===== src/rtl/arith_pkg.sv =====
// Shared widths and state encoding for the iterative arithmetic units.
package arith_pkg;

    localparam int CBRT_IN_W  = 16;
    localparam int CBRT_OUT_W = 6;
    localparam int MUL_W      = 8;

    typedef enum logic [1:0] {
        IDLE = 2'd0,
        MUL  = 2'd1,
        WAIT = 2'd2
    } cbrt_state_t;

endpackage


===== src/rtl/mul8.sv =====
// 8x8 -> 16 unsigned shift-add multiplier, one partial product per cycle.
// Busy is high for exactly 8 cycles after the accepting edge, and the
// product is held until the next start.
module mul8
    import arith_pkg::*;
(
    input  logic                   clk_i,
    input  logic                   rst_i,
    input  logic                   start_i,
    input  logic [MUL_W-1:0]       a_bi,
    input  logic [MUL_W-1:0]       b_bi,
    output logic                   busy_o,
    output logic [2*MUL_W-1:0]     y_bo
);

    logic [2*MUL_W-1:0] mcand;
    logic [MUL_W-1:0]   mplier;
    logic [3:0]         cnt;

    // Accept a new operand pair while idle, then add one shifted partial product per cycle.
    // cnt counts down the remaining steps; the last step drops busy.
    always_ff @(posedge clk_i or negedge rst_i) begin
        if (!rst_i) begin
            mcand  <= '0;
            mplier <= '0;
            cnt    <= '0;
            busy_o <= 1'b0;
            y_bo   <= '0;
        end else if (!busy_o) begin
            if (start_i) begin
                mcand  <= {{MUL_W{1'b0}}, a_bi};
                mplier <= b_bi;
                cnt    <= 4'd8;
                busy_o <= 1'b1;
                y_bo   <= '0;
            end
        end else begin
            if (mplier[0]) begin
                y_bo <= y_bo + mcand;
            end
            mcand  <= mcand << 1;
            mplier <= mplier >> 1;
            cnt    <= cnt - 4'd1;
            if (cnt == 4'd1) begin
                busy_o <= 1'b0;
            end
        end
    end

endmodule


===== src/rtl/cbrt_unit.sv =====
// Iterative 16-bit unsigned cube root, y = floor(x^(1/3)), one result bit
// per iteration using the shared sequential multiplier.
//
// state | meaning
// IDLE  | waiting for start_i; y_bo holds last result
// MUL   | launch multiplier with (2y)*(2y+1), double y
// WAIT  | wait for product, then trial-subtract 3p+1 at shift s
module cbrt_unit
    import arith_pkg::*;
(
    input  logic                   clk_i,
    input  logic                   rst_i,
    input  logic                   start_i,
    input  logic [CBRT_IN_W-1:0]   x_bi,
    output logic                   busy_o,
    output logic [CBRT_OUT_W-1:0]  y_bo
);

    cbrt_state_t            state;
    logic [CBRT_IN_W-1:0]   x;
    logic [CBRT_OUT_W-1:0]  y;
    logic [3:0]             s;

    logic                   mul_start;
    logic [MUL_W-1:0]       mul_a;
    logic [MUL_W-1:0]       mul_b;
    logic                   mul_busy;
    logic [2*MUL_W-1:0]     mul_p;

    logic [12:0]            t;
    logic [CBRT_IN_W-1:0]   x_shift;
    logic                   fits;
    logic [CBRT_IN_W-1:0]   x_sub;
    logic [CBRT_OUT_W-1:0]  y_next;

    assign mul_start = (state == MUL);
    assign mul_a     = {1'b0, y, 1'b0};
    assign mul_b     = {1'b0, y, 1'b1};

    mul8 u_mul8 (
        .clk_i   (clk_i),
        .rst_i   (rst_i),
        .start_i (mul_start),
        .a_bi    (mul_a),
        .b_bi    (mul_b),
        .busy_o  (mul_busy),
        .y_bo    (mul_p)
    );

    // Trial step: (2y+1)^3 - (2y)^3 = 3*(2y)*(2y+1) + 1. Comparing the shifted
    // remainder instead of t<<s keeps everything inside 16 bits.
    always_comb begin
        t       = 13'(mul_p * 16'd3 + 16'd1);
        x_shift = x >> s;
        fits    = (x_shift >= {3'b000, t});
        x_sub   = x - ({3'b000, t} << s);
        y_next  = fits ? (y + 6'd1) : y;
    end

    assign busy_o = (state != IDLE);

    // Sequencer: six iterations at s = 15, 12, 9, 6, 3, 0; result published only on completion.
    always_ff @(posedge clk_i or negedge rst_i) begin
        if (!rst_i) begin
            state <= IDLE;
            x     <= '0;
            y     <= '0;
            s     <= '0;
            y_bo  <= '0;
        end else begin
            case (state)
                IDLE: begin
                    if (start_i) begin
                        x     <= x_bi;
                        y     <= '0;
                        s     <= 4'd15;
                        state <= MUL;
                    end
                end
                MUL: begin
                    y     <= {y[CBRT_OUT_W-2:0], 1'b0};
                    state <= WAIT;
                end
                WAIT: begin
                    if (!mul_busy) begin
                        if (fits) begin
                            x <= x_sub;
                        end
                        y <= y_next;
                        if (s == 4'd0) begin
                            y_bo  <= y_next;
                            state <= IDLE;
                        end else begin
                            s     <= s - 4'd3;
                            state <= MUL;
                        end
                    end
                end
                default: state <= IDLE;
            endcase
        end
    end

endmodule


===== config.mk =====
export PLATFORM = sky130hd
export DESIGN_NAME = cbrt_unit
export DESIGN_NICKNAME = d
export VERILOG_FILES = /design/src/rtl/arith_pkg.sv /design/src/rtl/mul8.sv /design/src/rtl/cbrt_unit.sv
export SDC_FILE = /design/constraint.sdc
export NUM_CORES = 1
export LEC_CHECK = 0
export ABC_AREA = 1
export BUFFER_PORTS_ARGS = -buffer_cell sky130_fd_sc_hd__buf_2
export CAP_MARGIN = 20
export CORE_MARGIN = 5
export CORE_UTILIZATION = 40
export DETAILED_ROUTE_END_ITERATION = 10
export GPL_ROUTABILITY_DRIVEN = 0
export PLACE_DENSITY_LB_ADDON = 0.1
export SLEW_MARGIN = 5
export SYNTH_ARGS = -nofsm -noshare
export SYNTH_HDL_FRONTEND = slang
export SYNTH_SLANG_ARGS = --single-unit

===== constraint.sdc =====
create_clock -name clk_i -period 3.52 [get_ports clk_i]
set_clock_uncertainty 0.15 [all_clocks]
set_input_delay 0 -clock clk_i [delete_from_list [all_inputs] [get_ports clk_i]]
set_output_delay 0 -clock clk_i [all_outputs]
set_load 0.005 [all_outputs]

Word level (Yosys, flattened, before mapping)

Cells that the tools add are included.

Div/mod/pow operators: 0
Add/sub/neg operators: 6
Bitwise gates (word level): 1
Equality and inequality tests: 8
Shift operators: 2
Muxes and demuxes: 28
$mul: 1
Reductions and logical operators: 12
Magnitude comparators: 1

Operator list:

| operator                                            | number |
|---|---|
| 2-to-1 mux 16 bit                                   | 8 |
| one-hot mux 16 bit (2 select lines)                 | 1 |
| 2-to-1 mux 4 bit                                    | 5 |
| 2-to-1 mux 6 bit                                    | 3 |
| one-hot mux 6 bit (3 select lines)                  | 1 |
| adder 16 bit                                        | 1 |
| >= comparator 16 x 13 -> 1 bit                      | 1 |
| multiplier 16 x 2 -> 13 bit (second input constant) | 1 |
| 2-to-1 mux 8 bit                                    | 2 |
| << shifter 13 x 4 -> 16 bit                         | 1 |
| right shift 16 x 4 -> 16 bit                        | 1 |
| subtractor 16 bit                                   | 1 |
| adder 13 x 1 -> 13 bit (second input constant)      | 1 |
| inequality test 2 bit (second input constant)       | 5 |
| one-hot mux 4 bit (2 select lines)                  | 1 |
| AND reduction 4 bit                                 | 2 |
| adder 6 x 1 -> 6 bit (second input constant)        | 1 |
| one-hot mux 2 bit (3 select lines)                  | 1 |
| AND reduction 3 bit                                 | 2 |
| nonzero test 2 bit                                  | 3 |
| == test 4 x 1 -> 1 bit (second input constant)      | 1 |
| zero test 4 bit                                     | 1 |
| 2-to-1 mux 1 bit                                    | 4 |
| 2-to-1 mux 2 bit                                    | 2 |
| other kinds (8)                                     | 9 |

Input bits: 19
Latch bits: 0
Bits in read-only memories: 0
Register bits: 79
Memories: 0
RAM bits: 0
Output and inout bits: 7

Longest topological paths before layout

Gate-level depths: netlist of the first run.

Depth after elaboration: 7
Gate-level depth with buffers: 28

Hierarchy

From an unflattened synthesis of the first run, not the netlist that was laid out.

Cells, all modules: 1155
Area, all modules: 7509.7 µm²

By module, submodules not included:

| module    | cells an instance | instances | sequential area each (µm²) | area each (µm²) |
|---|---|---|---|---|
| cbrt_unit | 783               | 1         | 850.8                      | 4744.6 |
| mul8      | 372               | 1         | 1126.1                     | 2765.2 |

Worst setup path before layout of the first run

OpenSTA, ideal clock, no wires.

Kind: flip-flop to flip-flop
From: register u_mul8.y_bo[1]
To: register x[8]
Data arrival time: 3295 ps
Period minus slack after synthesis: 3563 ps
Setup slack: -43 ps
Setup time: 117 ps
Stages on the path, launching flop included: 22
Required time: 3253 ps
Cells stage by stage: dfrtp_1 inv_1 fa_1 inv_1 nand3_1 nand4_1 nand3_1 a31oi_1 o21ai_0 or2_2 ha_1 nand2_1 o21ai_0 a21oi_1 or2_2 nand2_1 a21oi_1 and2_1 o21ai_0 nand2_1 nand2_1 o21ai_2

Cells in the longest elaborated chain, start to end: 7

RTL lines:

| what                                | line            | source |
|---|---|---|
| start: declaration                  | mul8.sv:13      | `output logic [2*MUL_W-1:0] y_bo` |
| start signal: assignment            | mul8.sv:39      | `y_bo <= y_bo + mcand;` |
| multiplier 16 x 2 -> 13 bit (*)     | cbrt_unit.sv:53 | `t = 13'(mul_p * 16'd3 + 16'd1);` |
| adder 13 x 1 -> 13 bit (*)          | cbrt_unit.sv:53 |  |
| << shifter 13 x 4 -> 16 bit         | cbrt_unit.sv:56 | `x_sub = x - ({3'b000, t} << s);` |
| subtractor 16 bit                   | cbrt_unit.sv:56 |  |
| 2-to-1 mux 16 bit                   | cbrt_unit.sv:86 | `if (fits) begin` |
| 2-to-1 mux 16 bit                   | cbrt_unit.sv:85 | `if (!mul_busy) begin` |
| one-hot mux 16 bit (2 select lines) | cbrt_unit.sv:71 | `case (state)` |
| end signal: assignment              | cbrt_unit.sv:74 | `x <= x_bi;` |
| end signal: assignment              | cbrt_unit.sv:87 | `x <= x_sub;` |
| end: declaration                    | cbrt_unit.sv:20 | `logic [CBRT_IN_W-1:0] x;` |

Mark *: on every way between the ends. The rest lies on a longest branch, timed or not. The select of a mux whose other input is x is not followed.
A chain may end at the register's enable or synchronous reset.

Worst setup path after layout of the first run

From: register u_mul8.y_bo[5]
To: register x[14]

The elaborated chain is that of the path after synthesis.

==> out/metrics.cfg, run 1 <==
[floorplanning]
core_region_area_mm2=0.0158
ios=26
die_w_um=137
die_area_mm2=0.0186
rows=46
die_h_um=137
start_util=0.406

[route]
drcViolationCount=0
drt_wl_total_um=20600
ant_nets=0
routedWlPerCell_um=15.4
viasPerCell=5.24
first_pass_iters=5
drt_iter0_drc=457
vias=7032

[timing]
fmax_ghz=0.276
rsz0062_at_grt=yes
post-route-min-period_ns=3.62
worst_pin_slew_ns=0.930
slew_headroom=0.380
period_share=1.03
drv_slew=0
setup_viol=4
finalHoldViolations=0
timing.final.ws_setup_ns=-0.0977

[worst_setup_path]
crit_type=flip-flop to flip-flop
cp-start-kind=flip-flop
cp_max_fo=4
required_ns=3.61
cp_num_buf_inv=4
cpMostUsedCell=nand2_1
cp_slowest_stage_delay_ns=0.39
cp_slowest_cell=dfrtp_1
cp_top_family=simple AND/OR/NAND/NOR gates
arrival_ns=3.71
endpoint_kind=flip-flop

[global_routing]
grt_max_degree=71
grt_antenna_before_repair=0
grt_pass1_vias=6443
grt_pass1_wl_um=32000
track_usage=0.215
grt_overflow=0

[cts]
clk_path_buf_depth=2
tritoncts=done
clk-insertion-delay-late_ns=0.34
cts_made_buffers=9
numClockSinks=70
clk_pin_slew_ns=0.06
h-tree-depth=3
cts-root-buf=clkbuf_16

[finish]
fin_cells=1342
fin_nets=1201
antennaDiodeCount=0
synthToLayoutAreaGrowth_pct=42.6
drive_gt1_frac=0.320

[yosys]
syn_nets=1043
yosys-top-cells-area=dfrtp_1 27%, nand2_1 18%, ha_1 11%
synth_flop_cell=dfrtp_1
synth.distinct_cells=48
async_reset_ff_frac=1.00
yosys_warnings=0
netlist_area_mm2=0.00640
syn_area_per_cell_um2=6.65
seq_area_frac_synth=0.274
synth_top_area_share=0.274
syn_inst=963
yosys.area.top_type=dfrtp_1
synth.ff_latch_count=70
synth_edf_count=0

[power_and_ir_drop]
vdd_drop_max_v=0.000539
finalPower_mw=10.1
p_leak_nw=4.39
power_density_mw_per_mm2=1100

[status]
status=complete, but fails checks
failed_checks=negative setup slack

[placed_design]
place_hpwl_um=14400
io_buffer_count=25
place_inst=1280

[min_path]
hold_class=input pin to async pin

[run]
cap_violations=0

[worst register-to-register path: stages, from the launching register on]
cell	delay [ns]
dfrtp_1	0.39
buf_6	0.13
ha_4	0.25
buf_6	0.12
nand2_4	0.06
inv_2	0.04
nand2_2	0.07
nand2_1	0.06
nand2_1	0.10
nand4_1	0.17
nand2_2	0.14
o21ai_2	0.08
mux2i_2	0.23
a21oi_2	0.11
o21ai_2	0.19
ha_4	0.24
buf_4	0.14
nand2_2	0.07
nor2_1	0.06
a211oi_2	0.16
o21ai_2	0.09
or2_4	0.25
nand3_2	0.05
nand2_1	0.06
nand2_1	0.05
nand2_1	0.05
[cell usage after synthesis, drive strengths merged, types with 3 or more instances]
cell type	count
a21o	3
nand4	8
nand3b	3
nor2	54
nand2	313
a221oi	3
o21ai	95
buf	11
ha	58
clkbuf	22
a21oi	54
nand3	93
xor2	7
xnor2	5
nor3	4
a32oi	7
o221ai	3
o22ai	8
o211ai	7
o21bai	3
dfrtp	70
and2	3
fa	3
inv	100
or2	8
a31oi	4
[power breakdown]
part           switching (mW)  internal (mW)
Combinational            4.28           3.42
Clock                   0.391          0.595
Sequential              0.329           1.03
Total                    5.00           5.05
[routing by layer]
metal / routed length (um) / track usage / part of all wire / vias up
li1: - / - / - / 3545
met1: 9350 / 0.296 / 0.45 / 3266
met2: 9950 / 0.355 / 0.48 / 182
met3: 935 / 0.0287 / 0.045 / 39
met4: 407 / 0.0588 / 0.020 / 0
met5: 0 / 0 / 0 / -
[cell usage in the layout (no fill, tap or decap), types with 5 or more instances in the layout]
cell type / synthesis / final
nor2_1: 51 / 39
ha_4: 0 / 21
o21ai_1: 9 / 16
inv_1: 95 / 86
clkbuf_16: 0 / 9
nor2_2: 2 / 10
o22ai_1: 8 / 7
o211ai_1: 7 / 7
nor2_4: 1 / 5
buf_2: 3 / 25
nand2_1: 312 / 276
o21ai_2: 9 / 24
dfrtp_1: 70 / 66
a32oi_1: 7 / 7
buf_4: 0 / 123
nand3_1: 92 / 70
inv_2: 4 / 13
a21oi_1: 54 / 40
ha_1: 58 / 37
dlygate4sd3_1: 0 / 18
a21oi_2: 0 / 13
buf_6: 5 / 11
o21ai_0: 77 / 53
nand2_4: 1 / 7
nand4_1: 8 / 8
nand3_2: 1 / 20
nand2_2: 0 / 29
[flip-flops by register name, summed over array words and instances (netlist names)]
| name | count |
|---|---|
| x | 16 |
| u_mul8.mcand | 12 |
| u_mul8.y_bo | 12 |
| u_mul8.mplier | 7 |
| y | 6 |
| y_bo | 6 |
| s | 4 |
| u_mul8.cnt | 4 |
| state | 2 |
| u_mul8.busy_o | 1 |
[metrics by stage]
step / utilization / setup slack [ns] / setup TNS (ns) / hold WS, ns / cell area, um2
floorplan: - / 0.00827 / 0 / -0.446 / 6400
global placement: 0.473 / -0.306 / -2.31 / 0.0589 / 7450
detailed placement: 0.473 / -0.357 / -2.76 / 0.0580 / 7450
CTS: 0.539 / -0.00245 / -0.00245 / 0.232 / 8500
global route: 0.579 / -0.263 / -1.79 / 0.296 / 9130
finish: 0.579 / -0.0977 / -0.187 / 0.187 / 9130
[final timing paths]
path | start | endpoint | slack [ns] | cells past startpoint
max in group asynchronous | rst_i | u_mul8.y_bo[2]$_DFFE_PN0P_ | 2.37 | 2
worst max register to register | u_mul8.y_bo[5]$_DFFE_PN0P_ | x[14]$_DFFE_PN0P_ | -0.1 | 25
worst max-delay path | u_mul8.y_bo[5]$_DFFE_PN0P_ | x[14]$_DFFE_PN0P_ | -0.1 | 25
worst min-delay path | rst_i | u_mul8.mcand[11]$_DFFE_PN0P_ | 0.19 | 2
min in group clk_i | y_bo[5]$_DFFE_PN0P_ | y_bo[5]$_DFFE_PN0P_ | 0.33 | 2
worst min register to register | y_bo[5]$_DFFE_PN0P_ | y_bo[5]$_DFFE_PN0P_ | 0.33 | 2
[cells by family (layout without fill, tap and decap cells)]
family,Yosys count,count (layout),synth area share
compound gates,199,199,0.182
xor+xnor,12,12,0.0176
buf+inv,133,296,0.0848
simple gates,486,486,0.317
fa+ha+maj,61,61,0.123
other cells,1,1,0.000586
flops,70,70,0.274
mux,1,1,0.00156
[area by class of cell]
type | instances | area, um2
multi-input combinational | 760 | 5010
tap | 216 | 270
sequential | 70 | 1760
timing repair inverter | 2 | 17.5
timing repair buffer | 178 | 1370
inverter | 100 | 388
clock buffer | 11 | 253
fill | 1503 | 6640
clock inverter | 5 | 65.1
[what timing repair did]
action | CTS | global route
hold buffers | 18 | 0
endpoints found under the setup margin | 11 | 28
cloned | 0 | 3
pin swaps | 46 | 71
setup buffers | 11 | 15
hold endpoints to repair | 88 | 0
resized for setup | 100 | 119
Note: power is estimated with default switching activity, not from simulation.
==> run 2: changes to the inputs <==
BUFFER_PORTS_ARGS = not set   (was -buffer_cell sky130_fd_sc_hd__buf_2)
CAP_MARGIN = not set   (was 20)
DONT_BUFFER_PORTS = 1   (was not set)
PLACE_DENSITY_LB_ADDON = 0.15   (was 0.1)
==> run 2 against run 1 <==
The run still ends with negative setup slack left. Cell area fell by 5.3%. Critical path depth decreased by 5. Clock-buffer cell count unchanged. Sequential power hardly changed. Largest power group unchanged. Clock power decreased by 5.5%. First-iteration DRC count grew 16%. Maximum frequency rose by 2.6%. Sequential share of layout area up 1.1 points. Setup slack improved by 0.091 ns.
==> out/metrics.cfg, run 2 (synthesis gave the netlist of run 1 again) <==
[status]
status=complete, but fails checks  ; unchanged
failed_checks=negative setup slack  ; unchanged

[placed_design]
post-place-ws_ns=-0.357  ; about the same
place_hpwl_um=14400  ; about the same
io_buffer_count=0  ; was 25
placed_area_mm2=0.00733  ; was 0.00745 mm2

[cts]
clk-insertion-delay-late_ns=0.34  ; about the same
tritoncts=done  ; unchanged
h-tree-depth=3  ; unchanged
numClockSinks=70  ; unchanged
cts-root-buf=clkbuf_16  ; unchanged
cts_made_buffers=9  ; unchanged
clk_path_buf_depth=2  ; unchanged
clk_pin_slew_ns=0.06  ; about the same

[run]
cap_violations=0  ; unchanged

[global_routing]
grt_pass1_vias=6391  ; was 6443
grt_max_degree=71  ; unchanged
grt_antenna_before_repair=0  ; unchanged
grt_overflow=0  ; unchanged
track_usage=0.214  ; was 0.215
grt_pass1_wl_um=31900  ; was 32000 um

[power_and_ir_drop]
vdd_drop_max_v=0.000577  ; was 0.000539 V
power_density_mw_per_mm2=1040  ; was 1100 mW/mm2
p_leak_nw=4.17  ; was 4.39 nW
finalPower_mw=9.03  ; was 10.1 mW

[floorplanning]
start_util=0.406  ; unchanged
die_h_um=137  ; unchanged
ios=26  ; unchanged
die_area_mm2=0.0186  ; unchanged
rows=46  ; unchanged
die_w_um=137  ; unchanged
core_region_area_mm2=0.0158  ; unchanged

[timing]
setup_viol=1  ; was 4
finalHoldViolations=0  ; unchanged
timing.final.ws_setup_ns=-0.00677  ; was -0.0977 ns
fmax_ghz=0.284  ; was 0.276 GHz
period_share=1.00  ; was 1.03
post-route-min-period_ns=3.53  ; was 3.62 ns
slew_headroom=0.609  ; was 0.380
setup_tns_ns=-0.00677  ; was -0.187 ns
rsz0062_at_grt=yes  ; unchanged
worst_pin_slew_ns=0.585  ; was 0.930 ns
drv_slew=0  ; unchanged

[worst_setup_path]
cp_cell_sequence=ha_4 -> buf_4 -> xor2_2 -> nand2_1 -> a21oi_2 -> a31oi_4 -> o21ai_1 -> or2_4 -> ha_4 -> nand2_2 -> nor2_4 -> a21oi_1 -> or2_2 -> nand2_1 -> a21oi_1 -> and2_1 -> o21ai_1 -> nand2_1 -> nand2_1 -> o21ai_2
cp_slowest_stage_delay_ns=0.44  ; was 0.39 ns
cp_max_fo=4  ; unchanged
cp_slowest_cell=dfrtp_2  ; was dfrtp_1
endpoint_kind=flip-flop  ; unchanged
startpoint=u_mul8.y_bo[2]$_DFFE_PN0P_  ; was u_mul8.y_bo[5]$_DFFE_PN0P_
cpMostUsedCell=nand2_1  ; unchanged
crit_type=flip-flop to flip-flop  ; unchanged
required_ns=3.60  ; was 3.61 ns
arrival_ns=3.61  ; was 3.71 ns
cp-start-kind=flip-flop  ; unchanged
reg2reg_from=u_mul8.y_bo[2]$_DFFE_PN0P_  ; was u_mul8.y_bo[5]$_DFFE_PN0P_

[route]
vias=6786  ; was 7032
ant_nets=0  ; unchanged
viasPerCell=5.22  ; was 5.24
first_pass_iters=5  ; unchanged
drt_wl_total_um=19300  ; was 20600 um
drcViolationCount=0  ; unchanged
routedWlPerCell_um=14.8  ; was 15.4 um
drt_iter0_drc=532  ; was 457

[finish]
regMostFlops=x  ; unchanged
drive_gt1_frac=0.268  ; was 0.320
layout_commonest_cell=nand2_1  ; unchanged
final_cell_mix=287 x nand2_1, 117 x buf_4, 89 x inv_1, 77 x nand3_1, 61 x dfrtp_1  ; was 276 x nand2_1, 123 x buf_4, 86 x inv_1, 70 x nand3_1, 66 x dfrtp_1
fin_nets=1159  ; was 1201
reg.largest.list=x (16), u_mul8.mcand (12), u_mul8.y_bo (12)  ; unchanged
synthToLayoutAreaGrowth_pct=35.1  ; was 42.6%
post-route-cell-area_mm2=0.00865  ; was 0.00913 mm2
antennaDiodeCount=0  ; unchanged
finish.utilization=0.549  ; was 0.579
largest_register_ffs=16  ; unchanged

[min_path]
hold_class=input pin to async pin  ; unchanged

## run 2: cell types whose count changed in the layout (fill, tap and decap cells not counted), moves of 6 or more
| cell | before | now |
|---|---|---|
| buf_2 | 25 | 0 |
| nand2_1 | 276 | 287 |
| nand2_2 | 29 | 18 |
| buf_6 | 11 | 2 |
| nand3_1 | 70 | 77 |
| buf_4 | 123 | 117 |
## run 2: final cells by class
cell class	instances	area (um2)
Clock inverter	5	58.8
Tap cell	216	270
Multi-Input combinational cell	760	4830
Sequential cell	70	1760
Inverter	100	383
Timing Repair Buffer	138	1110
Clock buffer	11	243
Fill cell	1563	7120
## run 2: timing repair
| action | in CTS | in global routing |
|---|---|---|
| endpoints found under the setup margin | 11 | 27 |
| pin swaps | 24 | 46 |
| setup buffers | 5 | 5 |
| gates resized for setup | 85 | 89 |
| hold buffers | 19 | 0 |
| endpoints found under the hold margin | 88 | 0 |
## run 2: routing by layer
metal | GRT usage | routed length (um) | vias up
li1 | - | - | 3457
met1 | 0.318 | 9510 | 3142
met2 | 0.318 | 8330 | 161
met3 | 0.0331 | 1060 | 26
met4 | 0.0722 | 382 | 0
met5 | 0 | 0 | -
## run 2: path summary, 6_finish.rpt
check | end | slack [ns] | cells after the start
min in group clk_i | x[10]$_DFFE_PN0P_ | 0.24 | 3
min reg2reg | u_mul8.mplier[6]$_DFFE_PN0P_ | 0.33 | 2
max reg2reg | x[8]$_DFFE_PN0P_ | -0.007 | 20
max | x[8]$_DFFE_PN0P_ | -0.007 | 20
min | u_mul8.cnt[3]$_DFFE_PN0P_ | 0.03 | 2
max in group asynchronous | u_mul8.y_bo[7]$_DFFE_PN0P_ | 2.86 | 2
## run 2: report_power, final
group / leakage [nW] / total (mW) / internal [mW] / switching (mW)
combinational: 3.15 / 6.73 / 2.97 / 3.76
clock: 0.142 / 0.933 / 0.568 / 0.365
sequential: 0.877 / 1.37 / 1.04 / 0.329
## run 2: worst max-delay path, delay by kind of cell (launching register included)
| kind | cells | cell delay (ns) |
|---|---|---|
| buffers and inverters | 1 | 0.14 |
| AND/OR/NAND/NOR | 9 | 1.23 |
| XOR/XNOR | 1 | 0.18 |
| adder cells (fa/ha/maj) | 2 | 0.58 |
| flip-flops | 1 | 0.44 |
| AO/OA/AOI/OAI | 7 | 0.69 |
## run 2: through the flow
stage          hold slack, ns  cells
2_1_floorplan          -0.446    963
3_3_place_gp           -0.443   1255
3_5_place_dp           -0.444   1255
4_1_cts                0.0484   1295
5_1_grt                0.0797   1300
6_report               0.0262   1300
